[config.mk]
export PLATFORM = sky130hd
export DESIGN_NAME = rf_sequencer_flat
export DESIGN_NICKNAME = d
export VERILOG_FILES = /design/src/rtl/rf_sequencer_if.sv /design/src/rtl/rf_sequencer.sv /design/src/flat_wrapper.sv
export SDC_FILE = /design/constraint.sdc
export NUM_CORES = 1
export LEC_CHECK = 0
export CAP_MARGIN = 10
export CORE_ASPECT_RATIO = 0.8
export CORE_UTILIZATION = 50
export CTS_CLUSTER_SIZE = 24
export DETAILED_ROUTE_END_ITERATION = 16
export PLACE_DENSITY = 0.79
export SLEW_MARGIN = 20
export SYNTH_ARGS = -nofsm -noshare
export SYNTH_HDL_FRONTEND = slang
export SYNTH_SLANG_ARGS = --single-unit
[constraint.sdc]
create_clock -name clk -period 2.2 [get_ports clk]
set_input_delay 0.44 -clock clk [delete_from_list [all_inputs] [get_ports clk]]
set_output_delay 0.44 -clock clk [all_outputs]
set_load 0.005 [all_outputs]
[src/rtl/rf_sequencer_if.sv]
`default_nettype none
// ============================================================================
// rf_sequencer_if : command and response valid/ready channels of rf_sequencer
// Revision 1.0
// ============================================================================
interface rf_sequencer_if #(
    parameter int W     = 16,
    parameter int IMM_W = 8
);
    logic             cmd_valid;
    logic             cmd_ready;
    logic [1:0]       cmd_op;
    logic [2:0]       cmd_rd;
    logic [2:0]       cmd_rs;
    logic [IMM_W-1:0] cmd_imm;
    logic [1:0]       cmd_sh;
    logic             rsp_valid;
    logic             rsp_ready;
    logic [W-1:0]     rsp_data;

    modport master (
        output cmd_valid, cmd_op, cmd_rd, cmd_rs, cmd_imm, cmd_sh, rsp_ready,
        input  cmd_ready, rsp_valid, rsp_data
    );

    modport slave (
        input  cmd_valid, cmd_op, cmd_rd, cmd_rs, cmd_imm, cmd_sh, rsp_ready,
        output cmd_ready, rsp_valid, rsp_data
    );
endinterface
`default_nettype wire

[src/rtl/rf_sequencer.sv]
`default_nettype none
// ============================================================================
// rf_sequencer : sequences MOVI/MOV/SWAP/READ commands into 8x16 regfile cycles
// Optional build macro RF_SEQ_SHIFT_EN adds a shift stage to MOV.
// Revision 1.0
// ============================================================================
module rf_sequencer #(
    parameter int W     = 16,
    parameter int IMM_W = 8
) (
    input  wire logic         clk,
    input  wire logic         rst_n,
    rf_sequencer_if.slave     bus,
    input  wire logic [W-1:0] rf_data_out,
    output logic [W-1:0]      rf_data_in,
    output logic [2:0]        rf_writenum,
    output logic [2:0]        rf_readnum,
    output logic              rf_write,
    output logic              busy
);
    localparam logic [1:0] OP_MOVI = 2'b00;
    localparam logic [1:0] OP_MOV  = 2'b01;
    localparam logic [1:0] OP_SWAP = 2'b10;
    localparam logic [1:0] OP_READ = 2'b11;

    typedef enum logic [2:0] {
        S_IDLE   = 3'd0,
        S_WR_IMM = 3'd1,
        S_RD_A   = 3'd2,
        S_RD_B   = 3'd3,
        S_WR_A   = 3'd4,
        S_WR_B   = 3'd5,
        S_RSP    = 3'd6
    } state_t;

    state_t       state_q;
    logic [1:0]   op_q;
    logic [2:0]   rd_q;
    logic [2:0]   rs_q;
    logic [W-1:0] tmp_a_q;
    logic [W-1:0] tmp_b_q;
    logic [W-1:0] rsp_data_q;
    logic         rsp_valid_q;
    logic         cmd_ready_q;
    logic         busy_q;
    logic         rf_write_q;
    logic [2:0]   rf_writenum_q;
    logic [2:0]   rf_readnum_q;
    logic [W-1:0] rf_data_in_q;
`ifdef RF_SEQ_SHIFT_EN
    logic [1:0]   sh_q;
`endif

    logic [W-1:0] w_imm_ext;
    logic [W-1:0] w_mov_val;

    assign w_imm_ext = {{(W-IMM_W){bus.cmd_imm[IMM_W-1]}}, bus.cmd_imm};

    // MOV write data is derived from the live read so it lands in data_in on the RD_A edge.
`ifdef RF_SEQ_SHIFT_EN
    always_comb begin
        w_mov_val = rf_data_out;
        case (sh_q)
            2'b01:   w_mov_val = {rf_data_out[W-2:0], 1'b0};
            2'b10:   w_mov_val = {1'b0, rf_data_out[W-1:1]};
            2'b11:   w_mov_val = {rf_data_out[W-1], rf_data_out[W-1:1]};
            default: w_mov_val = rf_data_out;
        endcase
    end
`else
    assign w_mov_val = rf_data_out;
`endif

    always_ff @(posedge clk or negedge rst_n) begin
        if (!rst_n) begin
            state_q       <= S_IDLE;
            op_q          <= OP_MOVI;
            rd_q          <= 3'd0;
            rs_q          <= 3'd0;
            tmp_a_q       <= '0;
            tmp_b_q       <= '0;
            rsp_data_q    <= '0;
            rsp_valid_q   <= 1'b0;
            cmd_ready_q   <= 1'b0;
            busy_q        <= 1'b0;
            rf_write_q    <= 1'b0;
            rf_writenum_q <= 3'd0;
            rf_readnum_q  <= 3'd0;
            rf_data_in_q  <= '0;
`ifdef RF_SEQ_SHIFT_EN
            sh_q          <= 2'b00;
`endif
        end else begin
            // Regfile strobes are one-state pulses; each state re-asserts what it needs.
            rf_write_q    <= 1'b0;
            rf_writenum_q <= 3'd0;
            rf_readnum_q  <= 3'd0;
            rf_data_in_q  <= '0;

            case (state_q)
                S_IDLE: begin
                    cmd_ready_q <= 1'b1;
                    busy_q      <= 1'b0;
                    if (bus.cmd_valid && cmd_ready_q) begin
                        op_q        <= bus.cmd_op;
                        rd_q        <= bus.cmd_rd;
                        rs_q        <= bus.cmd_rs;
`ifdef RF_SEQ_SHIFT_EN
                        sh_q        <= bus.cmd_sh;
`endif
                        cmd_ready_q <= 1'b0;
                        busy_q      <= 1'b1;
                        if (bus.cmd_op == OP_MOVI) begin
                            state_q       <= S_WR_IMM;
                            rf_write_q    <= 1'b1;
                            rf_writenum_q <= bus.cmd_rd;
                            rf_data_in_q  <= w_imm_ext;
                        end else begin
                            state_q      <= S_RD_A;
                            rf_readnum_q <= bus.cmd_rs;
                        end
                    end
                end

                S_WR_IMM: begin
                    state_q     <= S_IDLE;
                    cmd_ready_q <= 1'b1;
                    busy_q      <= 1'b0;
                end

                S_RD_A: begin
                    tmp_a_q <= rf_data_out;
                    case (op_q)
                        OP_MOV: begin
                            state_q       <= S_WR_A;
                            rf_write_q    <= 1'b1;
                            rf_writenum_q <= rd_q;
                            rf_data_in_q  <= w_mov_val;
                        end
                        OP_SWAP: begin
                            state_q      <= S_RD_B;
                            rf_readnum_q <= rd_q;
                        end
                        OP_READ: begin
                            state_q     <= S_RSP;
                            rsp_data_q  <= rf_data_out;
                            rsp_valid_q <= 1'b1;
                        end
                        default: begin
                            state_q     <= S_IDLE;
                            cmd_ready_q <= 1'b1;
                            busy_q      <= 1'b0;
                        end
                    endcase
                end

                S_RD_B: begin
                    tmp_b_q       <= rf_data_out;
                    state_q       <= S_WR_A;
                    rf_write_q    <= 1'b1;
                    rf_writenum_q <= rd_q;
                    rf_data_in_q  <= tmp_a_q;
                end

                S_WR_A: begin
                    if (op_q == OP_SWAP) begin
                        state_q       <= S_WR_B;
                        rf_write_q    <= 1'b1;
                        rf_writenum_q <= rs_q;
                        rf_data_in_q  <= tmp_b_q;
                    end else begin
                        state_q     <= S_IDLE;
                        cmd_ready_q <= 1'b1;
                        busy_q      <= 1'b0;
                    end
                end

                S_WR_B: begin
                    state_q     <= S_IDLE;
                    cmd_ready_q <= 1'b1;
                    busy_q      <= 1'b0;
                end

                S_RSP: begin
                    if (bus.rsp_ready) begin
                        rsp_valid_q <= 1'b0;
                        state_q     <= S_IDLE;
                        cmd_ready_q <= 1'b1;
                        busy_q      <= 1'b0;
                    end
                end

                default: begin
                    state_q     <= S_IDLE;
                    rsp_valid_q <= 1'b0;
                    cmd_ready_q <= 1'b1;
                    busy_q      <= 1'b0;
                end
            endcase
        end
    end

    assign bus.cmd_ready = cmd_ready_q;
    assign bus.rsp_valid = rsp_valid_q;
    assign bus.rsp_data  = rsp_data_q;
    assign rf_write      = rf_write_q;
    assign rf_writenum   = rf_writenum_q;
    assign rf_readnum    = rf_readnum_q;
    assign rf_data_in    = rf_data_in_q;
    assign busy          = busy_q;

endmodule
`default_nettype wire

[src/flat_wrapper.sv]
// flat-port wrapper written by rule: the top's interface ports become plain ports
module rf_sequencer_flat 
#(
    parameter int W     = 16,
    parameter int IMM_W = 8
)
  (clk, rst_n, rf_data_out, rf_data_in, rf_writenum, rf_readnum, rf_write, busy, bus_cmd_valid, bus_cmd_op, bus_cmd_rd, bus_cmd_rs, bus_cmd_imm, bus_cmd_sh, bus_rsp_ready, bus_cmd_ready, bus_rsp_valid, bus_rsp_data);
  rf_sequencer_if #(.W(W), .IMM_W(IMM_W)) bus_i ();
  input  wire logic clk;
  input  wire logic rst_n;
  input  wire logic [W-1:0] rf_data_out;
  output logic [W-1:0] rf_data_in;
  output logic [2:0] rf_writenum;
  output logic [2:0] rf_readnum;
  output logic rf_write;
  output logic busy;
  input wire logic [$bits(bus_i.cmd_valid)-1:0] bus_cmd_valid;
  input wire logic [$bits(bus_i.cmd_op)-1:0] bus_cmd_op;
  input wire logic [$bits(bus_i.cmd_rd)-1:0] bus_cmd_rd;
  input wire logic [$bits(bus_i.cmd_rs)-1:0] bus_cmd_rs;
  input wire logic [$bits(bus_i.cmd_imm)-1:0] bus_cmd_imm;
  input wire logic [$bits(bus_i.cmd_sh)-1:0] bus_cmd_sh;
  input wire logic [$bits(bus_i.rsp_ready)-1:0] bus_rsp_ready;
  output wire logic [$bits(bus_i.cmd_ready)-1:0] bus_cmd_ready;
  output wire logic [$bits(bus_i.rsp_valid)-1:0] bus_rsp_valid;
  output wire logic [$bits(bus_i.rsp_data)-1:0] bus_rsp_data;
  assign bus_i.cmd_valid = bus_cmd_valid;
  assign bus_i.cmd_op = bus_cmd_op;
  assign bus_i.cmd_rd = bus_cmd_rd;
  assign bus_i.cmd_rs = bus_cmd_rs;
  assign bus_i.cmd_imm = bus_cmd_imm;
  assign bus_i.cmd_sh = bus_cmd_sh;
  assign bus_i.rsp_ready = bus_rsp_ready;
  assign bus_cmd_ready = bus_i.cmd_ready;
  assign bus_rsp_valid = bus_i.rsp_valid;
  assign bus_rsp_data = bus_i.rsp_data;
  rf_sequencer #(.W(W), .IMM_W(IMM_W)) u_core (.clk(clk), .rst_n(rst_n), .bus(bus_i), .rf_data_out(rf_data_out), .rf_data_in(rf_data_in), .rf_writenum(rf_writenum), .rf_readnum(rf_readnum), .rf_write(rf_write), .busy(busy));
endmodule
; ---- Word level (Yosys, flattened, before mapping)
; Index checks and enable logic that the tools add are counted.
[totals]
register_bits = 85
out_inout_bits = 42
elab_cells = 77
[op_classes]
n_reduce_logical = 10
n_eq_ne = 14
muxes = 37
bitwise_logic = 2
[ops]
columns = op, count
row1 = $mux 16, 4
row2 = $pmux 16 s4, 1
row3 = $mux 3, 10
row4 = $pmux 3 s5, 1
row5 = $mux 1, 13
row6 = $pmux 3 s4, 1
row7 = $pmux 1 s5, 2
row8 = $eq 3x3->1 const B, 3
row9 = $pmux 3 s3, 1
row10 = $eq 3x2->1 const B, 2
row11 = $ne 2x2->1 const B, 3
row12 = $pmux 3 s2, 1
row13 = $reduce_and 2->1, 3
row14 = $reduce_or 5->1, 1
row15 = $eq 2x2->1 const B, 2
row16 = $ne 2x1->1 const B, 2
row17 = $pmux 1 s4, 1
row18 = $reduce_and 4->1, 1
row19 = $eq 3x1->1 const B, 1
row20 = $logic_not 3->1, 1
row21 = $pmux 1 s3, 1
row22 = $reduce_and 3->1, 1
row23 = $reduce_or 3->1, 1
row24 = $eq 2x1->1 const B, 1
row25 = other kinds (4), 5

; ---- Logic depth before layout (Yosys ltp)
[logic_depth]
depth_word = 4
ltp_mapped = 6
mapped_depth_nobuf = 3

; ---- Worst setup path after synthesis
; Ideal clock, no wire load.
[synth_timing]
path_kind = register -> register
startpoint = register u_core.state_q[1]
endpoint = register u_core.op_q[1]
setup_time_ns = 0.125
slack_ns = 0.636
stages_incl_launch_ff = 4
t_arrival_ns = 1.439
n_path_buf = 0
path_cell_list = dfrtp_1 -> or3_1 -> nor2_4 -> mux2_2
[synth_via]
elab_chain_cells = 2
[synth_rtl]
columns = element, line_no
row1 = from (decl), rf_sequencer.sv:36  ; state_t state_q;
row2 = from (signal assigned), rf_sequencer.sv:76  ; state_q <= S_IDLE;
row3 = from (signal assigned), rf_sequencer.sv:114  ; state_q <= S_WR_IMM;
row4 = from (signal assigned), rf_sequencer.sv:119  ; state_q <= S_RD_A;
row5 = $logic_not 3->1, rf_sequencer.sv:100  ; case (state_q)
row6 = $reduce_and 2->1 (no source line), n/a
row7 = to (signal assigned), rf_sequencer.sv:105  ; op_q <= bus.cmd_op;
row8 = to (decl), rf_sequencer.sv:37  ; logic [1:0] op_q;
; No other way between the ends.
; A chain may end at the register's enable or synchronous reset.

; ---- Final worst setup path
[layout_timing]
startpoint = register u_core.state_q[1]
endpoint = register u_core.rs_q[0]
[layout_via]
elab_chain_cells = 2
[layout_rtl]
columns = element, line_no
row1 = $logic_not 3->1, rf_sequencer.sv:100
row2 = $reduce_and 2->1 (no source line), n/a
row3 = to (signal assigned), rf_sequencer.sv:107  ; rs_q <= bus.cmd_rs;
row4 = to (decl), rf_sequencer.sv:39  ; logic [2:0] rs_q;
; No other way between the ends.

==> run metrics <==
hold slack -4.27 ps; # DRC 4; Worst Skew 6.85 ps; fillers 511; worst r2r src u_core.state_q[1]; critical path class reg -> reg; ant diodes 0; Max Cap Viol 0; EDFF count, synth 0; worst vdd ir 0.644 mV; Yosys reg bits 85; f_max 518 MHz; r2r setup slk 270 ps; cell count after synthesis 281; unrepaired setup endpoints after global routing false; vias per std cell 5.93; CTS Buf Count 9; post-cts sizing count 0; Gate power share 39.8%; largest net degree at the start of global routing 40; sequential fraction of the synthesis area 58.2%; Synth top area share 58.2%; core box area 0.00699 mm^2; Multi-input gate area 0.00143 mm^2; fraction of final layout cells sized beyond drive strength 1 25.2%; final net count 404; Slew @ Worst Pin 877 ps; leading area contributor after synthesis dfrtp_1; fin crit share 87.7%; effective utilization at floorplan 52.3%; die area 0.00766 mm^2; Chip Width 97.6 um; antenna-violating nets left 0; Hold Fails Final Rpt 4; WL per Instance 18.0 um; violated checks DRC, hold timing; vias in the first global route 2781; Reg clk slew, reported paths 70 ps; Sum Neg Setup Slack 0 ps; R2R Path End u_core.rs_q[0]; global-route wire length before repair 13700 um; CTS Hold Bufs 0; post-layout util 67.6%; IO buf count 77; DR top layer met4; Final Setup Violations 0; Mapped Nets 319; Int Pwr 4.02 mW; share of power burned in registers 45.2%; GRT Util Overall 23.1%; CP arrival 2160 ps; syn avg cell area 13.0 um^2; Longest Clk Path Bufs 2; I/O pin count 80; gpl congestion 0.806; Hold Crit Class in -> async; Clk Latency, worst-skew pair 350 ps; Clock Power Share 15.0%; Final Max Tran Viols 0; Relative slew margins 41.5%; post-CTS setup buffer count 0; ys flop type dfrtp_1; CTS tree built; hpwl dp 5570 um; crit end category flip-flop; Yosys cell types 42; initial antenna violation count 0; register area 0.00213 mm^2; 1st-iter DRT viols 165; Remaining Overflow, GRT 0; crit-path max FO 18; CP Data Required Time 2430 ps; Min Clock Period, post-route 1930 ps; total number of vias 2702; # rows 27; reg2reg path depth 3; routed wire length 8220 um; PwrDens 1260 mW/mm^2; DRT met1 WL 3570 um; Switching Fraction 32.3%; crit path to u_core.rs_q[0]; Die Y 78.5 um; crit path launch u_core.state_q[1]; Synth Cell Area 0.00366 mm^2; crit path launch type flip-flop; top cells by area, synth dfrtp_1, mux2_2, nand3_1, a32oi_1, and4b_1; metal2 WL 4170 um; Root Buffer Master clkbuf_8; yosys warns 0; H-tree Lvls 3; clk sinks 85; drt pass-1 iters 11; Leakage 2.06 nW; status finished, violations left; net switching power 1.92 mW; metal3 WL 392 um; asr flop ratio synth 100%; area grow syn2layout 29.2%
==> power groups by stage <==
stage | Clock, mW | Combinational [mW] | Sequential (mW)
6_report | 0.892 | 2.37 | 2.69
5_1_grt | 0.964 | 2.55 | 2.77
4_1_cts | 0.906 | 2.38 | 2.68
3_5_place_dp | 0 | 2.36 | 2.71
3_3_place_gp | 0 | 2.29 | 2.67
2_1_floorplan | 0 | 1.37 | 2.56
==> registers in the layout, summed over array words and instances (netlist names) <==
| register | cells |
|---|---|
| u_core.bus.rsp_valid | 1 |
| u_core.rf_readnum | 3 |
| u_core.rf_write | 1 |
| u_core.rd_q | 3 |
| u_core.state_q | 3 |
| u_core.busy | 1 |
| u_core.op_q | 2 |
| u_core.bus.cmd_ready | 1 |
| u_core.rf_data_in | 16 |
| u_core.rs_q | 3 |
| u_core.tmp_b_q | 16 |
| u_core.bus.rsp_data | 16 |
| u_core.rf_writenum | 3 |
| u_core.tmp_a_q | 16 |
==> cell usage after synthesis, types with 4 or more instances <==
master and n:
a31oi_1 5, nand4_1 8, dfrtp_1 85, clkbuf_1 8, mux2_2 55, a32oi_1 11, o21ai_0 6, and4b_1 5
nand3_1 33, nand2_1 4, buf_2 7, nor2_1 4
==> placed cells by master (no fill, tap or decap), drive strengths merged, types with 4 or more instances in the layout <==
master	count
and4b	5
clkbuf	11
nor3	5
mux2	55
nand3	33
nand2	4
buf	18
a31oi	5
nand2b	4
nand4	8
dfrtp	85
a32oi	11
nor2	6
o21ai	6
clkdlybuf4s50	76
==> critical path: stages, from the launching register on <==
cell,delay [ps]
dfrtp_1,620
or3_1,550
nor2_4,270
mux2_2,370
==> metrics by stage <==
step	hold slack (ps)	instances	power [mW]	worst slack (ps)	instance area [um^2]
floorplan	144	281	3.93	636	3660
global placement	372	442	4.96	252	4580
detailed placement	378	442	5.06	331	4580
CTS	2.99	456	5.97	290	4720
global route	13.1	456	6.28	173	4720
finish	-4.27	456	5.95	270	4720
==> how the worst min path moves through the flow <==
| stage | start | endpoint | slack [ps] |
|---|---|---|---|
| 2_1_floorplan | rst_n | u_core.bus.cmd_ready | 140 |
| 3_3_place_gp | rst_n | u_core.rd_q[0] | 370 |
| 3_5_place_dp | rst_n | u_core.rd_q[1] | 380 |
| 4_1_cts | rst_n | u_core.bus.rsp_data[0] | 3 |
| 5_1_grt | rst_n | u_core.rd_q[0] | 10 |
| 6_report | rst_n | u_core.rd_q[1] | -4 |
==> cell type report <==
cell class,count,share of cell area (%)
Clock buffer,11,2.78
Clock inverter,3,0.318
Sequential cell,85,45.0
Inverter,2,0.159
Timing Repair Buffer,94,19.2
Tap cell,87,2.30
Multi-Input combinational cell,174,30.2
==> layer usage <==
layer	track usage (%)	vias up
met5	0	-
met4	6.06	0
met3	6.32	12
met2	38.9	81
met1	29.6	1386
li1	-	1223
==> logic make-up after synthesis <==
logic type,Yosys count,synth area share (%)
compound gates,37,7.87
simple gates,82,14.0
flops,85,58.2
mux,55,16.9
buf+inv,22,3.05
Note: power is estimated with default switching activity, not from simulation.
